<file path="config.mk">
export PLATFORM = sky130hd
export DESIGN_NAME = pwl_synth_cmd_master_flat
export DESIGN_NICKNAME = d
export VERILOG_FILES = /design/src/rtl/pwl_synth_cmd_master_if.sv /design/src/rtl/pwl_synth_cmd_master.sv /design/src/flat_wrapper.sv
export SDC_FILE = /design/constraint.sdc
export NUM_CORES = 1
export LEC_CHECK = 0
export CAP_MARGIN = 20
export CORE_MARGIN = 10
export CORE_UTILIZATION = 25
export DETAILED_ROUTE_END_ITERATION = 10
export PLACE_DENSITY_LB_ADDON = 0.1
export SYNTH_ARGS = -nofsm -noshare
export SYNTH_HDL_FRONTEND = slang
export SYNTH_SLANG_ARGS = --single-unit
</file>
<file path="constraint.sdc">
create_clock -name clk -period 1.8 [get_ports clk]
set_input_delay 0.27 -clock clk [delete_from_list [all_inputs] [get_ports clk]]
set_output_delay 0.27 -clock clk [all_outputs]
set_load 0.005 [all_outputs]
</file>
<file path="src/rtl/pwl_synth_cmd_master_if.sv">
// pwl_synth_cmd_master_if: request, pin-level command and response signals of the PWL synth command master
interface pwl_synth_cmd_master_if;
   logic        req_valid;
   logic        req_ready;
   logic        req_write;
   logic [5:0]  req_addr;
   logic [12:0] req_wdata;
   logic        addr_inval;
   logic [15:0] pin_out;
   logic [12:0] pin_data;
   logic        pin_ready;
   logic        rsp_valid;
   logic [12:0] rsp_data;
   logic        rsp_err;
   modport master (
      input  req_valid, req_write, req_addr, req_wdata, addr_inval, pin_data, pin_ready,
      output req_ready, pin_out, rsp_valid, rsp_data, rsp_err
   );
   modport slave (
      output req_valid, req_write, req_addr, req_wdata, addr_inval, pin_data, pin_ready,
      input  req_ready, pin_out, rsp_valid, rsp_data, rsp_err
   );
endinterface

</file>
<file path="src/rtl/pwl_synth_cmd_master.sv">
// pwl_synth_cmd_master: serialises register read/write requests into the PWL synth pin command stream
module pwl_synth_cmd_master #(
   parameter int TIMEOUT    = 255,
   parameter bit CACHE_ADDR = 1'b1
) (
   input logic                    clk,
   input logic                    rst_n,
   pwl_synth_cmd_master_if.master bus
);
   localparam int CW = $clog2(TIMEOUT + 1);
   typedef enum logic [2:0] {IDLE, ADDR, DATA, WR, RD, GAP} state_t;
   state_t        state, state_nxt;
   logic [5:0]    addr, cache_addr;
   logic [12:0]   wdata;
   logic          is_write, cache_valid;
   logic [CW-1:0] cnt;
   logic [15:0]   pin_nxt;
   logic          accept, hit, rd_done, rd_tmo;
   assign accept        = state == IDLE && bus.req_valid;
   assign hit           = CACHE_ADDR && cache_valid && !bus.addr_inval && cache_addr == bus.req_addr;
   assign rd_done       = state == RD && bus.pin_ready;
   assign rd_tmo        = state == RD && !bus.pin_ready && cnt == CW'(TIMEOUT - 1);
   assign bus.req_ready = state == IDLE;
   // transaction sequencing: optional SET_ADDR, then SET_DATA+WRITE or a held READ, then one NOP gap
   always_comb begin
      state_nxt = state;
      case (state)
         IDLE:    if (accept) state_nxt = !hit ? ADDR : bus.req_write ? DATA : RD;
         ADDR:    state_nxt = is_write ? DATA : RD;
         DATA:    state_nxt = WR;
         WR:      state_nxt = GAP;
         RD:      if (rd_done || rd_tmo) state_nxt = GAP;
         default: state_nxt = IDLE;
      endcase
   end
   // command word for the state being entered, so pin_out is registered alongside the state
   always_comb begin
      pin_nxt = state_nxt == ADDR ? {3'd4, 7'd0, bus.req_addr} :
                state_nxt == DATA ? {3'd5, state == IDLE ? bus.req_wdata : wdata} :
                state_nxt == WR   ? 16'hC000 :
                state_nxt == RD   ? 16'hE000 : 16'h0000;
   end
   // state, pin register, request latch, read hold counter, response and address cache
   always_ff @(posedge clk or negedge rst_n) begin
      if (!rst_n) begin
         state         <= IDLE;
         bus.pin_out   <= '0;
         addr          <= '0;
         wdata         <= '0;
         is_write      <= 1'b0;
         cnt           <= '0;
         bus.rsp_valid <= 1'b0;
         bus.rsp_data  <= '0;
         bus.rsp_err   <= 1'b0;
         cache_addr    <= '0;
         cache_valid   <= 1'b0;
      end else begin
         state         <= state_nxt;
         bus.pin_out   <= pin_nxt;
         cnt           <= state == RD && state_nxt == RD ? cnt + 1'b1 : '0;
         bus.rsp_valid <= rd_done || rd_tmo;
         cache_valid   <= bus.addr_inval || rd_tmo ? 1'b0 : state == ADDR ? 1'b1 : cache_valid;
         if (accept) begin
            addr     <= bus.req_addr;
            wdata    <= bus.req_wdata;
            is_write <= bus.req_write;
         end
         if (rd_done || rd_tmo) begin
            bus.rsp_data <= rd_done ? bus.pin_data : '0;
            bus.rsp_err  <= rd_tmo;
         end
         if (state == ADDR) cache_addr <= addr;
      end
   end
endmodule

</file>
<file path="src/flat_wrapper.sv">
// flat-port wrapper written by rule: the top's interface ports become plain ports
module pwl_synth_cmd_master_flat 
#(
   parameter int TIMEOUT    = 255,
   parameter bit CACHE_ADDR = 1'b1
)
  (clk, rst_n, bus_req_valid, bus_req_write, bus_req_addr, bus_req_wdata, bus_addr_inval, bus_pin_data, bus_pin_ready, bus_req_ready, bus_pin_out, bus_rsp_valid, bus_rsp_data, bus_rsp_err);
  pwl_synth_cmd_master_if bus_i ();
  input logic clk;
  input logic rst_n;
  input wire logic [$bits(bus_i.req_valid)-1:0] bus_req_valid;
  input wire logic [$bits(bus_i.req_write)-1:0] bus_req_write;
  input wire logic [$bits(bus_i.req_addr)-1:0] bus_req_addr;
  input wire logic [$bits(bus_i.req_wdata)-1:0] bus_req_wdata;
  input wire logic [$bits(bus_i.addr_inval)-1:0] bus_addr_inval;
  input wire logic [$bits(bus_i.pin_data)-1:0] bus_pin_data;
  input wire logic [$bits(bus_i.pin_ready)-1:0] bus_pin_ready;
  output wire logic [$bits(bus_i.req_ready)-1:0] bus_req_ready;
  output wire logic [$bits(bus_i.pin_out)-1:0] bus_pin_out;
  output wire logic [$bits(bus_i.rsp_valid)-1:0] bus_rsp_valid;
  output wire logic [$bits(bus_i.rsp_data)-1:0] bus_rsp_data;
  output wire logic [$bits(bus_i.rsp_err)-1:0] bus_rsp_err;
  assign bus_i.req_valid = bus_req_valid;
  assign bus_i.req_write = bus_req_write;
  assign bus_i.req_addr = bus_req_addr;
  assign bus_i.req_wdata = bus_req_wdata;
  assign bus_i.addr_inval = bus_addr_inval;
  assign bus_i.pin_data = bus_pin_data;
  assign bus_i.pin_ready = bus_pin_ready;
  assign bus_req_ready = bus_i.req_ready;
  assign bus_pin_out = bus_i.pin_out;
  assign bus_rsp_valid = bus_i.rsp_valid;
  assign bus_rsp_data = bus_i.rsp_data;
  assign bus_rsp_err = bus_i.rsp_err;
  pwl_synth_cmd_master #(.TIMEOUT(TIMEOUT), .CACHE_ADDR(CACHE_ADDR)) u_core (.clk(clk), .rst_n(rst_n), .bus(bus_i));
endmodule
</file>
Yosys cells after proc, flatten, opt, wreduce, memory -nomap -nowiden
Index checks and enable logic that the tools add are counted.
Word-level totals
  bits in registers: 69
  memory bits (read-only): 0
  logic and storage cells: 50
  memories: 0
  memory bits (writable): 0
  bits in latches: 0
  output and inout bits: 32
Cells by class
  add/subtract/negate cells: 1
  multiply operators: 0
  reduce and logical (&&, ||, !) cells: 13
  eq/ne operators: 10
  mux-type cells: 15
  bitwise logic cells: 0
  div/mod/pow operators: 0
  shift-type cells: 0
  order comparisons: 0
Operators with widths (number)
  $mux 16: 4
  $mux 13: 2
  $mux 3: 5
  $pmux 3 s5: 1
  $eq 3x2->1 const B: 4
  $add 8x1->8 const B: 1
  $eq 8x8->1 const B: 1
  $mux 8: 1
  $logic_and 1x1->1: 7
  $eq 3x1->1 const B: 2
  $eq 3x3->1 const B: 2
  $eq 6x6->1: 1
  $logic_not 3->1: 1
  $logic_not 1->1: 2
  $logic_or 1x1->1: 2
  $mux 1: 2
  $reduce_bool 2->1: 1

Depth between registers and ports, before layout
Gate-level depths: netlist (run 1).
  depth in word-level cells: 11
  depth in mapped cells: 9

Worst setup path before layout (run 1)
Ideal clock, no wire load.
  path type: reg-to-reg
  from: register u_core.state[0]
  to: register u_core.bus.pin_out[3]
  setup slack: 0 ps
  period minus slack after synthesis: 1800 ps
  arrival: 1722 ps
  cell stages (with the launch flop): 10
  required time: 1722 ps
  library setup time: 78 ps
  buffers on the path: 3
  cells stage by stage: dfrtp_1 buf_6 or3_4 buf_6 clkinv_4 nand3_4 o31ai_4 nand3_2 buf_6 o2bb2ai_1
Between the ends
  elaborated cells between the ends (all ways): 20
  classes of those cells: eq/ne: 7; mux: 7; reduce/logical: 6
RTL lines
  start, declared: RTL line pwl_synth_cmd_master.sv:12  | state_t state, state_nxt;
  start signal, assigned: RTL line pwl_synth_cmd_master.sv:58  | state <= state_nxt;
  $logic_not 3->1 *
  via bus_req_ready: RTL line flat_wrapper.sv:18  | output wire logic [$bits(bus_i.req_ready)-1:0] bus_req_ready;
  $logic_and 1x1->1: RTL line pwl_synth_cmd_master.sv:19  | assign accept = state == IDLE && bus.req_valid;
  $mux 3: RTL line pwl_synth_cmd_master.sv:28  | IDLE: if (accept) state_nxt = !hit ? ADDR : bus.req_write ? DATA : RD;
  $pmux 3 s5 *: RTL line pwl_synth_cmd_master.sv:27  | case (state)
  via u_core.state_nxt[1]: RTL line pwl_synth_cmd_master.sv:12
  $eq 3x2->1: RTL line pwl_synth_cmd_master.sv:40  | state_nxt == WR ? 16'hC000 :
  $mux 16: RTL line pwl_synth_cmd_master.sv:40
  $mux 16: RTL line pwl_synth_cmd_master.sv:39  | state_nxt == DATA ? {3'd5, state == IDLE ? bus.req_wdata : wdata} :
  $mux 16 *: RTL line pwl_synth_cmd_master.sv:38  | pin_nxt = state_nxt == ADDR ? {3'd4, 7'd0, bus.req_addr} :
  via u_core.pin_nxt[3]: RTL line pwl_synth_cmd_master.sv:17  | logic [15:0] pin_nxt;
  end signal, assigned: RTL line pwl_synth_cmd_master.sv:59  | bus.pin_out <= pin_nxt;
  end, declared: RTL line pwl_synth_cmd_master_if.sv:17  | output req_ready, pin_out, rsp_valid, rsp_data, rsp_err
Mark *: on every way through the listed nets, which the timed path passes. The rest lies on a longest branch.
A chain may end at the register's enable or synchronous reset.

Worst setup path in the final report (run 1)
  from: register u_core.state[0]
  to: output bus_req_ready
Between the ends
  longest elaborated chain between the ends: 1
RTL lines
  $logic_not 3->1: RTL line pwl_synth_cmd_master.sv:23  | assign bus.req_ready = state == IDLE;
  end, declared: RTL line flat_wrapper.sv:18
No other way between the ends.

==> run_results.csv, run 1 <==
group,metric,value,unit
finish,multi_input_area,0.00113,mm²
logic_synthesis,netlist.top_cell.by_area,"sky130_fd_sc_hd__dfrtp_1",
setup_path,r2r-start,"u_core.cnt[4]$_DFF_PN0_",
setup_path,worst_setup_path_startpoint,"u_core.state[0]$_DFF_PN0_",
clock_network,clock_sink_count,69,
timing,period_needed,1.69,ns
routing,first_pass_iters,4,
power,leakagePower,0.00185,µW
grt,initial_antenna_violation_count,0,
placement,dpl.hpwl,5270,µm
grt,globalRouteOverflowTotal,0,
finish,finish.utilization,0.377,
finish,num-fill-cells,1122,
setup_path,worst-r2r-cell-count,5,
clock_network,cts.path.max_buffers,2,
grt,grt_pass1_vias,2146,
logic_synthesis,ys_seq_elements,69,
power,report.power.total,7170,µW
finish,register_area,0.00173,mm²
timing,clock_skew,0.0115,ns
floorplan,io_pins,70,
finish,nets,364,
clock_network,cts_max_level,3,
finish,drive_above_1_share,0.237,
setup_path,timing_worst_setup_path_type,"reg2out",
routing,detailroute.via_count,2030,
logic_synthesis,synth_cell_type_count,37,
floorplan,die-width,128,µm
timing,fin_hold_viols,0,
setup_path,critical_path_required,1.53,ns
routing,detail_route.vias_per_cell,4.30,
power,irDropWorstVdd,0.000565,V
timing,finalMaxSlewViolations,0,
logic_synthesis,post-synth-top-area-fraction,0.596,
placement,place.port_buffers,69,
grt,grt_first_pass_wirelength,12100,µm
clock_network,cts_buffers,9,
timing,setup-violations-final,0,
timing,max_clock_freq,590,MHz
timing,unrepaired_setup_endpoints_after_global_routing,"true",
status,run_status,"finished, final reports clean",
logic_synthesis,mappedNetlistNets,270,
logic_synthesis,yosysMostFrequentCell,"sky130_fd_sc_hd__dfrtp_1",
grt,grtUsageTotal,0.0931,
routing,drc_errors,0,
power,power.density_cell_area,1670,mW/mm²
floorplan,fp.dieArea,0.0163,mm²
setup_path,max_fanout_on_critical_path,4,
floorplan,initial_utilization,0.255,
logic_synthesis,synth_top_cells_by_count,"sky130_fd_sc_hd__dfrtp_1, sky130_fd_sc_hd__mux2_2, sky130_fd_sc_hd__nand2_1",
logic_synthesis,postSynthAreaPerCell,12.6,µm²
setup_path,worstSetupEndpointType,"primary output",
clock_network,clock_latency,0.33,ns
clock_network,cts.reportedPaths.clkPinSlew,0.06,ns
routing,wl_final,7370,µm
timing,fin_crit_sh,0.941,
floorplan,core,0.0114,mm²
finish,syn2layout_area_growth,47.9,%
setup_path,worst-endpoint-arrival,1.42,ns
routing,final_antenna_net_count,0,
setup_path,endpoint,"bus_req_ready",
min_path,hold_path_class,"in2async",
setup_path,start_kind,"flop",
logic_synthesis,fraction_of_registers_with_async_set_reset,1.00,
setup_path,reg2reg_setup_slack,0.11,ns
timing,worst_pin_slew,0.374,ns
run,maxCapViolations,0,
logic_synthesis,synth_sequential_area_ratio,0.596,
setup_path,worstReg2RegEnd,"u_core.bus.pin_out[13]$_DFF_PN0_",
placement,gp_congestion,0.743,
routing,wl_per_cell,15.6,µm
routing,initialDrtViolationCount,61,
grt,grt_start_max_net_pins,45,
logic_synthesis,postSynthCellCount,230,
logic_synthesis,top_cells_by_area_synth,"sky130_fd_sc_hd__dfrtp_1, sky130_fd_sc_hd__mux2_2, sky130_fd_sc_hd__a22o_1, sky130_fd_sc_hd__nand2_1, sky130_fd_sc_hd__nor2_1",
logic_synthesis,dominant_synthesized_flop_cell,"sky130_fd_sc_hd__dfrtp_1",
finish,insertedDiodeCount,0,
floorplan,rows,39,
logic_synthesis,synth.cell_area,0.00290,mm²
timing,relSlewSlack,0.750,
logic_synthesis,synth_enable_flop_cells,0,
clock_network,tritoncts,"done",
logic_synthesis,ys.warnings.count,0,
clock_network,cts-root-buf,"sky130_fd_sc_hd__clkbuf_16",
floorplan,die_y,128,µm
## cell usage in the layout (no fill, tap or decap), types with 2 or more instances in the layout
cell and count:
sky130_fd_sc_hd__dfrtp_1 69, sky130_fd_sc_hd__clkdlybuf4s50_1 67, sky130_fd_sc_hd__mux2_2 26, sky130_fd_sc_hd__nand2_1 23
sky130_fd_sc_hd__buf_4 19, sky130_fd_sc_hd__nor2_1 18, sky130_fd_sc_hd__a22o_1 13, sky130_fd_sc_hd__clkbuf_16 9
sky130_fd_sc_hd__a21oi_1 8, sky130_fd_sc_hd__xnor2_1 7, sky130_fd_sc_hd__mux2i_1 6, sky130_fd_sc_hd__o2bb2ai_1 6
sky130_fd_sc_hd__inv_1 5, sky130_fd_sc_hd__xor2_1 4, sky130_fd_sc_hd__nand3_1 4, sky130_fd_sc_hd__buf_12 4
sky130_fd_sc_hd__o21ai_0 3, sky130_fd_sc_hd__clkinv_4 2, sky130_fd_sc_hd__nand3_2 2, sky130_fd_sc_hd__nand4_1 2
sky130_fd_sc_hd__a21boi_0 2, sky130_fd_sc_hd__ha_1 2, sky130_fd_sc_hd__clkbuf_8 2
## power breakdown
part	total (µW)	switching, µW	internal (µW)
sequential	2460	282	2180
clock	1840	685	1160
combinational	2860	1220	1640
## kinds of logic (layout without fill, tap and decap cells)
group	count (synthesis)	in the layout	synth area share
AO/OA/AOI/OAI	40	40	0.108
XOR/XNOR	12	12	0.0363
adder cells (fa/ha/maj)	2	2	0.00863
buffers and inverters	16	115	0.0306
flip-flops	69	69	0.596
multiplexers	32	32	0.122
AND/OR/NAND/NOR	59	59	0.0993
## worst max-delay path, stage by stage, from the launching register on
cell                            delay, ns
sky130_fd_sc_hd__dfrtp_1             0.38
sky130_fd_sc_hd__or3_4               0.41
sky130_fd_sc_hd__clkinv_4            0.08
sky130_fd_sc_hd__dlygate4sd2_1       0.23
## stage by stage
| stage | instance area [µm²] | setup WS [ns] | instances | hold slack (ns) | setup TNS, ns |
|---|---|---|---|---|---|
| CTS | 4250 | 0.0204 | 472 | 0.490 | 0 |
| floorplan | 2900 | 0.000104 | 230 | -0.0256 | 0 |
| global route | 4290 | -0.0189 | 472 | 0.503 | -0.0189 |
| global placement | 3930 | -0.281 | 455 | 0.269 | -3.80 |
| detailed placement | 3930 | -0.285 | 455 | 0.273 | -3.58 |
| finish | 4290 | 0.105 | 472 | 0.483 | 0 |
## routing by layer
metal / up-vias / global-route usage / wire length (µm)
li1: 994 / - / -
met1: 997 / 0.121 / 3530
met2: 33 / 0.142 / 3460
met3: 6 / 0.0261 / 282
met4: 0 / 0.0397 / 91
met5: - / 0 / 0
## timing repair
action	4_1_cts	5_1_grt
gates resized for setup	2	8
setup buffers	0	0
endpoints found under the setup margin	2	13
hold endpoints to repair	69	0
hold buffers	1	0
## how the worst min path moves through the flow
stage / from / end / cells after the start
finish: rst_n / u_core.wdata[1]$_DFFE_PN0N_ / 3
global route: rst_n / u_core.bus.rsp_data[4]$_DFFE_PN0P_ / 3
CTS: rst_n / u_core.bus.rsp_data[10]$_DFFE_PN0P_ / 3
detailed placement: rst_n / u_core.bus.rsp_data[10]$_DFFE_PN0P_ / 2
global placement: rst_n / u_core.bus.rsp_data[3]$_DFFE_PN0P_ / 2
floorplan: rst_n / u_core.addr[0]$_DFFE_PN0N_ / 0
## registers in the layout (all words and copies together) (netlist names)
name                  flops
u_core.cache_valid        1
u_core.bus.rsp_err        1
u_core.wdata             13
u_core.bus.rsp_valid      1
u_core.state              3
u_core.cache_addr         6
u_core.cnt                8
u_core.is_write           1
u_core.addr               6
u_core.bus.rsp_data      13
u_core.bus.pin_out       16
## final cells by class
type                            count  area share
Clock inverter                      4      0.0128
Multi-Input combinational cell    145       0.263
Sequential cell                    69       0.403
Clock buffer                       12      0.0598
Tap cell                          143      0.0417
Timing Repair Buffer               93       0.214
Inverter                            6     0.00642
No activity file was read; power rests on OpenSTA's default activity.
==> run 2: changes to the inputs <==
--- a/config.mk
+++ b/config.mk
@@ -8,8 +8,10 @@
 export CAP_MARGIN = 20
 export CORE_MARGIN = 10
 export CORE_UTILIZATION = 25
+export CTS_CLUSTER_SIZE = 20
 export DETAILED_ROUTE_END_ITERATION = 10
 export PLACE_DENSITY_LB_ADDON = 0.1
+export SETUP_SLACK_MARGIN = 0.15
 export SYNTH_ARGS = -nofsm -noshare
 export SYNTH_HDL_FRONTEND = slang
 export SYNTH_SLANG_ARGS = --single-unit
==> run 2 against run 1 <==
  * Cell count increased by 1.9%
  * Combinational power increased by 2%
  * Global-route usage increased by 0.49 points
  * Critical path depth increased by 4
  * Maximum frequency increased by 2.2%
  * Clock skew decreased by 0.0048 ns
  * Critical path type is now reg2reg
  * Largest cell class unchanged
==> run_results.csv, run 2 (same netlist as run 1, synthesis figures left out) <==
group,metric,value,unit
finish,postLayoutCellArea,0.00438,mm²
setup_path,worstReg2RegEnd,"u_core.bus.pin_out[11]$_DFF_PN0_",
timing,clock_skew,0.00667,ns
floorplan,die-width,128,µm
power,irDropWorstVdd,0.000551,V
timing,max_clock_freq,603,MHz
clock_network,cts_buffers,9,
min_path,hold_path_class,"in2async",
grt,grt.busiest_layer,"met2",
routing,detailroute.via_count,2077,
setup_path,worstSetupEndpointType,"flop",
placement,pre_cts_slack,-0.181,ns
clock_network,clock_sink_count,69,
routing,final_antenna_net_count,0,
grt,grt_start_max_net_pins,38,
timing,layout_setup_ws,0.141,ns
placement,place.port_buffers,69,
timing,fin_crit_sh,0.922,
floorplan,initial_utilization,0.255,
routing,initialDrtViolationCount,85,
setup_path,timing_worst_setup_path_type,"reg2reg",
floorplan,die_y,128,µm
routing,wl_per_cell,15.6,µm
setup_path,critical_path_slowest_stage_cell,"sky130_fd_sc_hd__or3_4",
floorplan,io_pins,70,
timing,period_needed,1.66,ns
timing,worst_pin_slew,0.452,ns
clock_network,cts.reportedPaths.clkPinSlew,0.06,ns
finish,reg_top3,"u_core.bus.pin_out: 16 flops, u_core.bus.rsp_data: 13 flops, u_core.wdata: 13 flops",
finish,largest_register,"u_core.bus.pin_out",
routing,wl_final,7520,µm
finish,finish.utilization,0.385,
grt,grtUsageTotal,0.0980,
grt,grt_pass1_vias,2333,
clock_network,clock_latency,0.33,ns
placement,detailed_place.area,0.00400,mm²
finish,layout_commonest_cell,"sky130_fd_sc_hd__dfrtp_1",
setup_path,worst-endpoint-arrival,1.90,ns
finish,insertedDiodeCount,0,
timing,finalMaxSlewViolations,0,
clock_network,cts_max_level,3,
run,maxCapViolations,0,
clock_network,cts-root-buf,"sky130_fd_sc_hd__clkbuf_16",
power,power.density_cell_area,1650,mW/mm²
timing,unrepaired_setup_endpoints_after_global_routing,"true",
setup_path,critical_path_required,2.04,ns
setup_path,worst-r2r-cell-count,7,
setup_path,reg2reg_setup_slack,0.14,ns
floorplan,rows,39,
timing,fin_hold_viols,0,
placement,dpl.hpwl,5420,µm
finish,syn2layout_area_growth,51.2,%
finish,most-common-layout-cells,"sky130_fd_sc_hd__dfrtp_1, sky130_fd_sc_hd__clkdlybuf4s50_1, sky130_fd_sc_hd__buf_4",
routing,drc_errors,0,
grt,grt_first_pass_wirelength,12600,µm
finish,largest_register_ffs,16,
finish,drive_above_1_share,0.281,
status,run_status,"finished, final reports clean",
placement,gp_congestion,0.688,
clock_network,cts.path.max_buffers,2,
floorplan,core,0.0114,mm²
routing,first_pass_iters,3,
setup_path,max_fanout_on_critical_path,13,
grt,grt.met1_usage,0.125,
clock_network,tritoncts,"done",
grt,initial_antenna_violation_count,0,
timing,relSlewSlack,0.699,
setup_path,start_kind,"flop",
routing,detail_route.vias_per_cell,4.32,
setup_path,path_cells,"or3_4, clkinv_8, nand3_4, o31ai_4, nand3_2, buf_12, a21oi_1",
setup_path,worst_setup_path_startpoint,"u_core.state[2]$_DFF_PN0_",
timing,setup-violations-final,0,
floorplan,fp.dieArea,0.0163,mm²
finish,nets,373,
power,leakagePower,0.00190,µW
grt,use_met2,0.134,
grt,grtUsageMet3,0.0471,
grt,globalRouteOverflowTotal,0,
setup_path,slowest_delay,0.43,ns
setup_path,r2r-start,"u_core.state[2]$_DFF_PN0_",
==> run 2: cell types whose count changed in the layout (fill, tap and decap cells not counted), sizes merged <==
cell and delta:
dlygate4sd2 -1, clkbuf +1, inv -1, buf +10
==> run 2: cell type report <==
cell class / count / area, µm²
clock inverter: 3 / 42.5
timing repair buffer: 102 / 972
sequential: 69 / 1730
inverter: 6 / 35.0
multi-input combinational: 145 / 1160
fill: 1127 / 6990
clock buffer: 13 / 270
tap: 143 / 179
==> run 2: per-layer routing <==
layer  share of wire  routed length [µm]
met1            0.48                3590
met2            0.40                3040
met3           0.098                 739
met4           0.020                 151
met5               0                   0
==> run 2: worst max-delay path by stage <==
stage,end,slack [ns]
after floorplan,u_core.bus.pin_out[10]$_DFF_PN0_,0.06
after global placement,u_core.bus.pin_out[14]$_DFF_PN0_,-0.18
after detailed placement,u_core.bus.pin_out[1]$_DFF_PN0_,-0.18
after CTS,bus_req_ready,0.11
after global routing,u_core.bus.pin_out[1]$_DFF_PN0_,0.07
final,u_core.bus.pin_out[11]$_DFF_PN0_,0.14
==> run 2: worst max-delay path, delay by kind of cell (launching register included) <==
kind	cells	cell delay (ns)
buffers and inverters	2	0.24
DFF	1	0.38
and+or+nand+nor	3	0.61
AOI/OAI and AO/OA	2	0.33
==> run 2: what timing repair did <==
item,CTS,global route
setup buffers,1,0
hold endpoints to repair,16,0
endpoints found under the setup margin,36,25
resized for setup,11,6
hold buffers,1,0
pin swaps,5,7
==> run 2: report_power, final <==
part           switching [µW]  internal (µW)
Sequential                297           2180
Clock                     640           1180
Combinational            1250           1680
Total                    2190           5050
==> run 2: through the flow <==
step / hold slack, ns / total power, µW / TNS (ns) / std cells
final: 0.430 / 7240 / 0 / 481
after global routing: 0.470 / 7790 / 0 / 481
after CTS: 0.434 / 7350 / 0 / 481
after detailed placement: 0.246 / 5400 / -2.27 / 463
after global placement: 0.252 / 5370 / -2.08 / 463
after floorplan: -0.0256 / 4120 / 0 / 230
==> run 3: changes to the inputs <==
--- a/config.mk
+++ b/config.mk
@@ -10,7 +10,9 @@
 export CORE_UTILIZATION = 25
 export CTS_CLUSTER_SIZE = 20
 export DETAILED_ROUTE_END_ITERATION = 10
+export MAX_ROUTING_LAYER = met4
 export PLACE_DENSITY_LB_ADDON = 0.1
+export REMOVE_ABC_BUFFERS = 1
 export SETUP_SLACK_MARGIN = 0.15
 export SYNTH_ARGS = -nofsm -noshare
 export SYNTH_HDL_FRONTEND = slang
==> run 3 against run 2 <==
  * Critical path type unchanged
  * Cell count down 0.62%
  * Worst setup slack got worse by 0.020 ns
  * Combinational power about the same
==> run_results.csv, run 3 (same netlist as run 1, synthesis figures left out) <==
group,metric,value,unit
power,report.power.total,7330,µW
timing,unrepaired_setup_endpoints_after_global_routing,"true",
finish,most-common-layout-cells,"sky130_fd_sc_hd__dfrtp_1, sky130_fd_sc_hd__clkdlybuf4s50_1, sky130_fd_sc_hd__buf_4",
grt,grt_start_max_net_pins,40,
run,maxCapViolations,0,
timing,finalMaxSlewViolations,0,
grt,initial_antenna_violation_count,0,
floorplan,io_pins,70,
placement,dpl.hpwl,5340,µm
status,run_status,"finished, final reports clean",
routing,wl_per_cell,15.7,µm
setup_path,worst-endpoint-arrival,1.93,ns
setup_path,timing_worst_setup_path_type,"reg2reg",
floorplan,rows,39,
power,leakagePower,0.00188,µW
routing,detail_route.vias_per_cell,4.38,
finish,layout_commonest_cell,"sky130_fd_sc_hd__dfrtp_1",
clock_network,cts_buffers,9,
routing,initialDrtViolationCount,112,
clock_network,cts.reportedPaths.clkPinSlew,0.06,ns
min_path,hold_path_class,"in2async",
floorplan,fp.dieArea,0.0163,mm²
clock_network,cts_max_level,3,
routing,detailroute.via_count,2096,
clock_network,clock_latency,0.33,ns
timing,worst_pin_slew,0.431,ns
timing,setup-violations-final,0,
setup_path,worst-r2r-cell-count,7,
timing,setup_total_negative_slack,0,ns
setup_path,worst_setup_path_startpoint,"u_core.state[2]$_DFF_PN0_",
finish,reg_top3,"u_core.bus.pin_out: 16 flops, u_core.bus.rsp_data: 13 flops, u_core.wdata: 13 flops",
setup_path,r2r-start,"u_core.state[2]$_DFF_PN0_",
placement,detailed_place.area,0.00393,mm²
power,power.density_cell_area,1680,mW/mm²
finish,largest_register_ffs,16,
clock_network,cts.path.max_buffers,2,
timing,max_clock_freq,596,MHz
routing,drc_errors,0,
placement,place.port_buffers,69,
finish,largest_register,"u_core.bus.pin_out",
grt,globalRouteOverflowTotal,0,
floorplan,die-width,128,µm
timing,fin_crit_sh,0.932,
finish,multi_input_area,0.00116,mm²
setup_path,worstReg2RegEnd,"u_core.bus.pin_out[1]$_DFF_PN0_",
placement,pre_cts_slack,-0.192,ns
grt,grtUsageTotal,0.0941,
floorplan,initial_utilization,0.255,
floorplan,die_y,128,µm
clock_network,tritoncts,"done",
finish,nets,371,
finish,syn2layout_area_growth,50.4,%
finish,drive_above_1_share,0.269,
timing,layout_setup_ws,0.122,ns
power,irDropWorstVdd,0.000559,V
routing,first_pass_iters,4,
timing,relSlewSlack,0.712,
clock_network,cts-root-buf,"sky130_fd_sc_hd__clkbuf_16",
finish,postLayoutCellArea,0.00436,mm²
routing,wl_final,7500,µm
setup_path,max_fanout_on_critical_path,9,
placement,gp_congestion,0.748,
grt,grt_pass1_vias,2154,
finish,num-fill-cells,1116,
routing,final_antenna_net_count,0,
timing,clock_skew,0.00873,ns
setup_path,reg2reg_setup_slack,0.12,ns
setup_path,worstSetupEndpointType,"flop",
finish,insertedDiodeCount,0,
floorplan,core,0.0114,mm²
timing,fin_hold_viols,0,
clock_network,clock_sink_count,69,
finish,register_area,0.00173,mm²
timing,period_needed,1.68,ns
grt,grt_first_pass_wirelength,11900,µm
setup_path,start_kind,"flop",
setup_path,critical_path_required,2.06,ns
-- run 3: cell count changes in the layout (fill, tap and decap cells not counted), sizes merged --
cell,change
clkbuf,-3
buf,-2
bufinv,+1
inv,+1
-- run 3: power breakdown --
part           switching (µW)  internal, µW  total [µW]
logic                    1270          1700        2960
registers                 291          2180        2470
clock network             684          1210        1900
-- run 3: metal layers --
metal	part of all wire	routed length [µm]	GRT usage	vias to the layer above
li1	-	-	-	1011
met1	0.47	3550	0.122	1035
met2	0.46	3490	0.136	38
met3	0.042	318	0.0236	12
met4	0.019	144	0.0417	0
met5	0	0	-	-
-- run 3: per-stage QoR --
| step | utilization | cells | hold WS (ns) |
|---|---|---|---|
| final | 0.383 | 478 | 0.422 |
| after global routing | 0.383 | 478 | 0.460 |
| after CTS | 0.376 | 476 | 0.433 |
| after detailed placement | 0.346 | 459 | 0.249 |
| after global placement | 0.346 | 459 | 0.252 |
| after floorplan | - | 220 | -0.0256 |
-- run 3: cell type report --
class | instances | share of cell area
tap | 143 | 0.0410
multi-input combinational | 145 | 0.266
clock inverter | 5 | 0.0195
clock buffer | 10 | 0.0525
inverter | 6 | 0.00631
sequential | 69 | 0.396
timing repair buffer | 100 | 0.218
-- run 3: worst max path at each step --
stage | slack [ns] | end | cells after the start
finish | 0.12 | u_core.bus.pin_out[1]$_DFF_PN0_ | 7
global route | 0.03 | u_core.bus.pin_out[11]$_DFF_PN0_ | 7
CTS | 0.14 | u_core.bus.pin_out[12]$_DFF_PN0_ | 7
detailed placement | -0.19 | u_core.bus.pin_out[13]$_DFF_PN0_ | 6
global placement | -0.14 | u_core.bus.pin_out[5]$_DFF_PN0_ | 7
floorplan | -0.33 | u_core.bus.pin_out[14]$_DFF_PN0_ | 5
-- run 3: repair_timing --
action,4_1_cts,5_1_grt
hold buffers,1,0
hold endpoints to repair,30,0
endpoints found under the setup margin,17,34
resized for setup,8,13
pin swaps,1,3
buffers inserted,1,2
-- run 3: worst max-delay path, stage by stage (launching register included) --
cell	delay, ns
sky130_fd_sc_hd__dfrtp_1	0.38
sky130_fd_sc_hd__or3_4	0.41
sky130_fd_sc_hd__clkinv_4	0.08
sky130_fd_sc_hd__nand3_4	0.10
sky130_fd_sc_hd__o31ai_4	0.21
sky130_fd_sc_hd__nand3_2	0.13
sky130_fd_sc_hd__buf_6	0.16
sky130_fd_sc_hd__o2bb2ai_1	0.14
